[src/rtl/modport_mem.sv]
//------------------------------------------------------------------------------
// modport_mem
//
// Scratch memory of DEPTH x DATA_W words behind the memory bus interface.
// Writes are committed synchronously on the rising edge of clk. Reads are
// asynchronous: while a read is in progress, data_out follows mem[addr]. When
// no read is in progress, data_out shows the last value read (rd_q).
//
// The asynchronous active-low reset clears every word, clears rd_q, and forces
// data_out to zero.
//
// Optional feature (compile-time macro MEM_BYPASS_EN):
//   When read and write are both high, data_out forwards data_in and rd_q
//   captures data_in. The write to mem[addr] is still performed.
//   When the macro is undefined, the write wins and data_out holds rd_q.
//
// Parameters:
//   ADDR_W  address width
//   DATA_W  word width
//   DEPTH   number of words; must equal 2**ADDR_W
//
// Ports:
//   clk       in   clock; all state changes on the rising edge
//   rst_n     in   asynchronous active-low reset
//   addr      in   [ADDR_W-1:0] word address for read and write
//   data_in   in   [DATA_W-1:0] write data
//   read      in   read enable (level-sensitive)
//   write     in   write enable (level-sensitive)
//   data_out  out  [DATA_W-1:0] read data
//------------------------------------------------------------------------------
`timescale 1ns/1ps

module modport_mem #(
    parameter int ADDR_W = 5,
    parameter int DATA_W = 8,
    parameter int DEPTH  = 2**ADDR_W
) (
    input  logic              clk,
    input  logic              rst_n,
    input  logic [ADDR_W-1:0] addr,
    input  logic [DATA_W-1:0] data_in,
    input  logic              read,
    input  logic              write,
    output logic [DATA_W-1:0] data_out
);

    logic [DATA_W-1:0] mem [0:DEPTH-1];
    logic [DATA_W-1:0] rd_q;

    // A plain read only happens when no write is in progress.
    // A write always takes priority over a read to the array.
    logic rd_en;
    logic wr_en;
    logic fwd_en;

    assign rd_en = read & ~write;
    assign wr_en = write;

`ifdef MEM_BYPASS_EN
    // A simultaneous read and write returns the data being written.
    assign fwd_en = read & write;
`else
    assign fwd_en = 1'b0;
`endif

    // Storage array. The reset clears every word so that a write in flight
    // when reset arrives is lost, and the word reads back as zero afterwards.
    always_ff @(posedge clk or negedge rst_n) begin
        if (!rst_n) begin
            for (int i = 0; i < DEPTH; i++) begin
                mem[i] <= '0;
            end
        end else if (wr_en) begin
            mem[addr] <= data_in;
        end
    end

    // Read-hold register: it keeps the most recent read result so that
    // data_out is stable after read falls.
    always_ff @(posedge clk or negedge rst_n) begin
        if (!rst_n) begin
            rd_q <= '0;
        end else if (fwd_en) begin
            rd_q <= data_in;
        end else if (rd_en) begin
            rd_q <= mem[addr];
        end
    end

    // Output mux. rst_n is included explicitly so that data_out is zero during
    // reset even in the forwarding path, where data_in would otherwise leak
    // through.
    always_comb begin
        data_out = rd_q;
        if (!rst_n) begin
            data_out = '0;
        end else if (fwd_en) begin
            data_out = data_in;
        end else if (rd_en) begin
            data_out = mem[addr];
        end
    end

endmodule

[config.mk]
export PLATFORM = sky130hd
export DESIGN_NAME = modport_mem
export DESIGN_NICKNAME = d
export VERILOG_FILES = /design/src/rtl/modport_mem.sv
export SDC_FILE = /design/constraint.sdc
export NUM_CORES = 1
export LEC_CHECK = 0
export BUFFER_PORTS_ARGS = -buffer_cell sky130_fd_sc_hd__buf_2
export CORE_UTILIZATION = 50
export DETAILED_ROUTE_END_ITERATION = 8
export PLACE_DENSITY = 0.77
export SLEW_MARGIN = 20
export SYNTH_ARGS = -nofsm -noshare
export SYNTH_HDL_FRONTEND = slang
export SYNTH_SLANG_ARGS = --single-unit
export TNS_END_PERCENT = 30
[constraint.sdc]
create_clock -name clk -period 2.2 [get_ports clk]
set_input_delay 0.11 -clock clk [delete_from_list [all_inputs] [get_ports clk]]
set_output_delay 0.11 -clock clk [all_outputs]
set_load 0.03 [all_outputs]
; Word-level counts from Yosys, hierarchy flattened
; Index checks and enable logic that the tools add are counted.
[totals]
register_bits = 264
inputBits = 17
output_inout_bits = 8
elab_cells = 47
[classes]
n_lt_le_gt_ge = 2
mux = 8
n_bitwise = 3
n_reduce_logical = 1
[ops]
columns = operator, n
row1 = 256-bit bitwise mux, 1
row2 = 8-bit binary-select mux with 5-bit select, 1
row3 = 8-bit demux with 5-bit select, 1
row4 = 8-bit 2-to-1 mux, 5
row5 = 6-bit greater-or-equal comparator (second input constant), 1
row6 = 6-bit by 1-bit < comparator with 1-bit output (second input constant), 1
row7 = 5-bit NOT with 6-bit output, 1
row8 = 1-bit AND, 1
row9 = 1-bit logical AND, 1
row10 = 1-bit NOT, 1

; Longest topological paths before layout
[depth]
ltp_word = 6
depth_mapped = 8
ltp_nobuf = 4

; Worst setup path after synthesis
; OpenSTA, ideal clock, no wires.
[synth_path]
kind = input to output
startpoint = input port addr[4]
endpoint = output port data_out[1]
t_arrival_ns = 1.737
required_time_ns = 2.090
setup_slack_ns = 0.353
cell_stages = 6
path_buffers = 2
path_cell_list = buf_2 or3b_2 buf_2 o221ai_1 o21ai_0 a31oi_1
[synth_between]
elab_chain_cells = 6
[synth_rtl]
columns = element, line
row1 = start: declaration, 40  ; input logic [ADDR_W-1:0] addr,
row2 = 5-bit NOT with 6-bit output (not written as such), 100  ; data_out = mem[addr];
row3 = 8-bit binary-select mux with 5-bit select, 100
row4 = 8-bit 2-to-1 mux (not written as such) (2 in series), 100
row5 = 8-bit 2-to-1 mux, -
row6 = 8-bit 2-to-1 mux, 95  ; if (!rst_n) begin
row7 = end: declaration, 44  ; output logic [DATA_W-1:0] data_out
; Every way passes these cells. The select of a mux whose other input is x is not followed.

; Final worst setup path
[layout_path]
startpoint = register mem[21] (netlist bit)
endpoint = output port data_out[5]
[layout_between]
elab_chain_cells = 5
[layout_rtl]
columns = element, line
row1 = start: declaration, 47  ; logic [DATA_W-1:0] mem [0:DEPTH-1];
row2 = start signal: indexed assignment, 74  ; mem[addr] <= data_in;
row3 = 8-bit binary-select mux with 5-bit select, 100
row4 = 8-bit 2-to-1 mux (not written as such) (2 in series), 100
row5 = 8-bit 2-to-1 mux, -
row6 = 8-bit 2-to-1 mux, 95
; Every way passes these cells. The select of a mux whose other input is x is not followed.

==> flow_metrics.env <==
export IMPL_drtIter0Drc=709
export IMPL_cp_cell_sequence="mux4_2, a22o_1, a311oi_4, a31oi_1, buf_4"
export IMPL_hold_viol=0
export IMPL_dp_worst_setup_slack_ns=-0.0202
export IMPL_clock_fmax_mhz=414
export IMPL_cp_end_kind="output pin"
export IMPL_synth_edf_count=0
export IMPL_p_comb_share_pct=17.0
export IMPL_synth_cell_area_um2=12500
export IMPL_grt_pass1_wl_um=47300
export IMPL_die_w_um=160
export IMPL_overflow=0
export IMPL_slew_headroom_pct=50.1
export IMPL_reg2reg_slack_ns=0.36
export IMPL_cts_sinks=264
export IMPL_hpwl_um=19500
export IMPL_final_max_slew_viol_count=0
export IMPL_area_growth_pct=14.6
export IMPL_grt_max_degree=124
export IMPL_fin_crit_sh_pct=110
export IMPL_io_pin_count=25
export IMPL_fin_skew_ns=0.00780
export IMPL_p_seq_share_pct=47.7
export IMPL_seq_area_frac_synth_pct=52.8
export IMPL_wire_per_inst_um=24.0
export IMPL_max_cap_violations=0
export IMPL_path_buf_inv=1
export IMPL_nets=925
export IMPL_h_tree_depth=1
export IMPL_drc=0
export IMPL_ant_nets=0
export IMPL_totalWireLength_um=30100
export IMPL_rsz0062_at_grt="yes"
export IMPL_finalPower_mw=13.2
export IMPL_postSynthCellCount=854
export IMPL_synth_nets=871
export IMPL_hp_class="primary input to asynchronous set/reset pin"
export IMPL_initial_core_util_pct=51.2
export IMPL_critPathKind="flip-flop to output pin"
export IMPL_cts_root_buffer="clkbuf_16"
export IMPL_die_h_um=160
export IMPL_cts_buffer_depth=3
export IMPL_syn_avg_cell_area_um2=14.7
export IMPL_finalSetupViolations=8
export IMPL_p_sw_share_pct=25.8
export IMPL_required_ns=2.09
export IMPL_postLayoutCoreUtil_pct=58.6
export IMPL_die_area_um2=25700
export IMPL_p_clk_share_pct=35.3
export IMPL_arrival_ns=2.31
export IMPL_min_period_ns=2.42
export IMPL_leakagePower_nw=6.43
export IMPL_row_count=57
export IMPL_ys_warn_count=0
export IMPL_antenna_found_initial=1
export IMPL_failed_checks="negative setup slack"
export IMPL_core_area_um2=24500
export IMPL_clk_pin_slew_ns=0.06
export IMPL_rr_worst_depth=5
export IMPL_power_density_nw_per_um2=918
export IMPL_async_flop_share_pct=100
export IMPL_worstMarginPinSlew_ns=0.749
export IMPL_drive_above_1_share_pct=49.9
export IMPL_vdd_ir_drop_max_mv=0.595
export IMPL_io_buffers=24
export IMPL_avgViaCountPerCell=6.09
export IMPL_cp_max_fo=2
export IMPL_drtPass1Iterations=7
export IMPL_placed_area_um2=13200
export IMPL_place_congestion=0.897
export IMPL_reg2reg_from="mem[203]$_DFFE_PN0P_"
export IMPL_fin_area_um2=14300
export IMPL_grt_util_all_layers_pct=24.2
export IMPL_synth_seq_cells=264
export IMPL_grt_pass1_vias=7996
export IMPL_synth_ff_type="dfrtp_1"
export IMPL_cts_tree="built"
export IMPL_p_int_mw=9.77
export IMPL_status="finished, violations left"
export IMPL_r2r_end="rd_q[3]$_DFF_PN0_"
export IMPL_worst_path_stages=5
export IMPL_start_kind="flip-flop"
export IMPL_critical_path_top_delay_family="compound AO/OA/AOI/OAI gates"
export IMPL_clock_latency_ns=0.55
export IMPL_netlist_cell_type_count=50
export IMPL_dr_total_vias=7619
export IMPL_slowest_stage="mux4_2"
export IMPL_p_switching_mw=3.39
export IMPL_fin_ws_ns=-0.217
export IMPL_tns_ns=-1.38
export IMPL_slowest_delay_ns=0.47
export IMPL_numCtsBuffers=29
## Yosys cell counts, types with 3 or more instances
cell type  number  area (um^2)
a21oi_1        10         50.1
a221oi_2        3         45.0
a22o_1         11         96.3
a22oi_1        18          135
a31oi_1        11         68.8
and2_1          3         18.8
and3_1          4         25.0
and3b_1         3         26.3
buf_2          14         70.1
buf_4           4         30.0
buf_6           5         56.3
buf_8           4         60.1
clkbuf_1       34          128
dfrtp_1       264         6610
mux2_1         12          135
mux2_2        249         2800
mux2i_1        53          531
mux4_1          6          158
mux4_2         30          676
nand2_1        21         78.8
nand3b_1        3         22.5
nor2_1         15         56.3
nor2_2         10         62.6
nor2_4          8         90.1
nor2b_1        10         62.6
nor3_1          3         15.0
nor3b_2         3         37.5
o21ai_0         9         45.0
o221ai_1        3         26.3
or2_1           3         18.8
## how the worst max path moves through the flow
stage	start	endpoint	slack, ns
6_report	mem[21]$_DFFE_PN0P_	data_out[5]	-0.22
5_1_grt	mem[65]$_DFFE_PN0P_	data_out[1]	-0.30
4_1_cts	mem[5]$_DFFE_PN0P_	data_out[5]	-0.28
3_5_place_dp	addr[0]	data_out[0]	-0.02
3_3_place_gp	addr[0]	data_out[0]	-0.03
2_1_floorplan	addr[4]	data_out[1]	0.35
## power groups by stage
stage / Sequential [mW] / Clock (mW) / Combinational, mW
after floorplan: 6.17 / 0 / 1.60
after global placement: 6.31 / 0 / 2.07
after detailed placement: 6.35 / 0 / 2.15
after CTS: 6.28 / 4.71 / 2.19
after global routing: 6.40 / 4.90 / 2.40
final: 6.28 / 4.65 / 2.24
## cell type report
| cell class | count | area, um^2 |
|---|---|---|
| Antenna cell | 1 | 2.50 |
| Clock buffer | 42 | 835 |
| Clock inverter | 8 | 75.1 |
| Fill cell | 1901 | 10100 |
| Inverter | 1 | 3.75 |
| Multi-Input combinational cell | 527 | 5680 |
| Sequential cell | 264 | 6610 |
| Tap cell | 324 | 405 |
| Timing Repair Buffer | 85 | 731 |
## sequential cells by signal, indices dropped and copies added (netlist names)
name and flops:
rd_q 8, mem 256
## worst reg2reg max path, stage by stage (launching register included)
cell	delay, ns
dfrtp_1	0.38
mux4_2	0.50
a22o_4	0.29
a211oi_4	0.32
buf_4	0.18
a21oi_1	0.05
## per-layer routing
| metal | vias to the layer above | part of all wire [%] | GRT usage (%) | wire length (um) |
|---|---|---|---|---|
| li1 | 3283 | - | - | - |
| met1 | 4034 | 43 | 33.8 | 13000 |
| met2 | 231 | 47 | 37.8 | 14000 |
| met3 | 71 | 6.3 | 4.78 | 1900 |
| met4 | 0 | 3.8 | 8.48 | 1130 |
| met5 | - | 0 | 0 | 0 |
## through the flow
| step | std cells | hold WS [ns] |
|---|---|---|
| after global placement | 1199 | 0.0279 |
| after detailed placement | 1199 | 0.0270 |
| after floorplan | 854 | -0.186 |
| after CTS | 1250 | 0.0454 |
| after global routing | 1251 | 0.0746 |
| final | 1252 | 0.0426 |
## what timing repair did
item	CTS	global route
endpoints found under the hold margin	260	0
gates resized for setup	22	18
buffers inserted	0	1
hold buffers	1	0
pin swaps	8	7
endpoints found under the setup margin	8	8
## logic make-up (layout without fill, tap and decap cells)
| kind of cell | after synthesis | in the layout | share of synthesized area [%] |
|---|---|---|---|
| AO/OA/AOI/OAI | 75 | 75 | 4.54 |
| buffers and inverters | 63 | 136 | 2.94 |
| flip-flops | 264 | 264 | 52.8 |
| multiplexers | 350 | 350 | 34.4 |
| other | 0 | 1 | 0 |
| AND/OR/NAND/NOR | 102 | 102 | 5.35 |
## placed cells by master (no fill, tap or decap), types with 4 or more instances in the layout
| master | n |
|---|---|
| nand2_1 | 21 |
| mux2i_1 | 53 |
| clkbuf_16 | 29 |
| o21ai_0 | 9 |
| nor2_4 | 8 |
| mux2_1 | 12 |
| a21oi_2 | 5 |
| a22o_1 | 8 |
| nor2b_1 | 10 |
| dfrtp_1 | 264 |
| a21oi_1 | 5 |
| nor2_1 | 15 |
| buf_12 | 8 |
| clkbuf_1 | 7 |
| clkinv_2 | 4 |
| clkbuf_8 | 7 |
| nor2_2 | 10 |
| mux4_2 | 34 |
| mux2_2 | 249 |
| buf_2 | 14 |
| buf_4 | 57 |
| a31oi_1 | 7 |
| a22oi_1 | 18 |
Power figures use the tool's default switching activity.
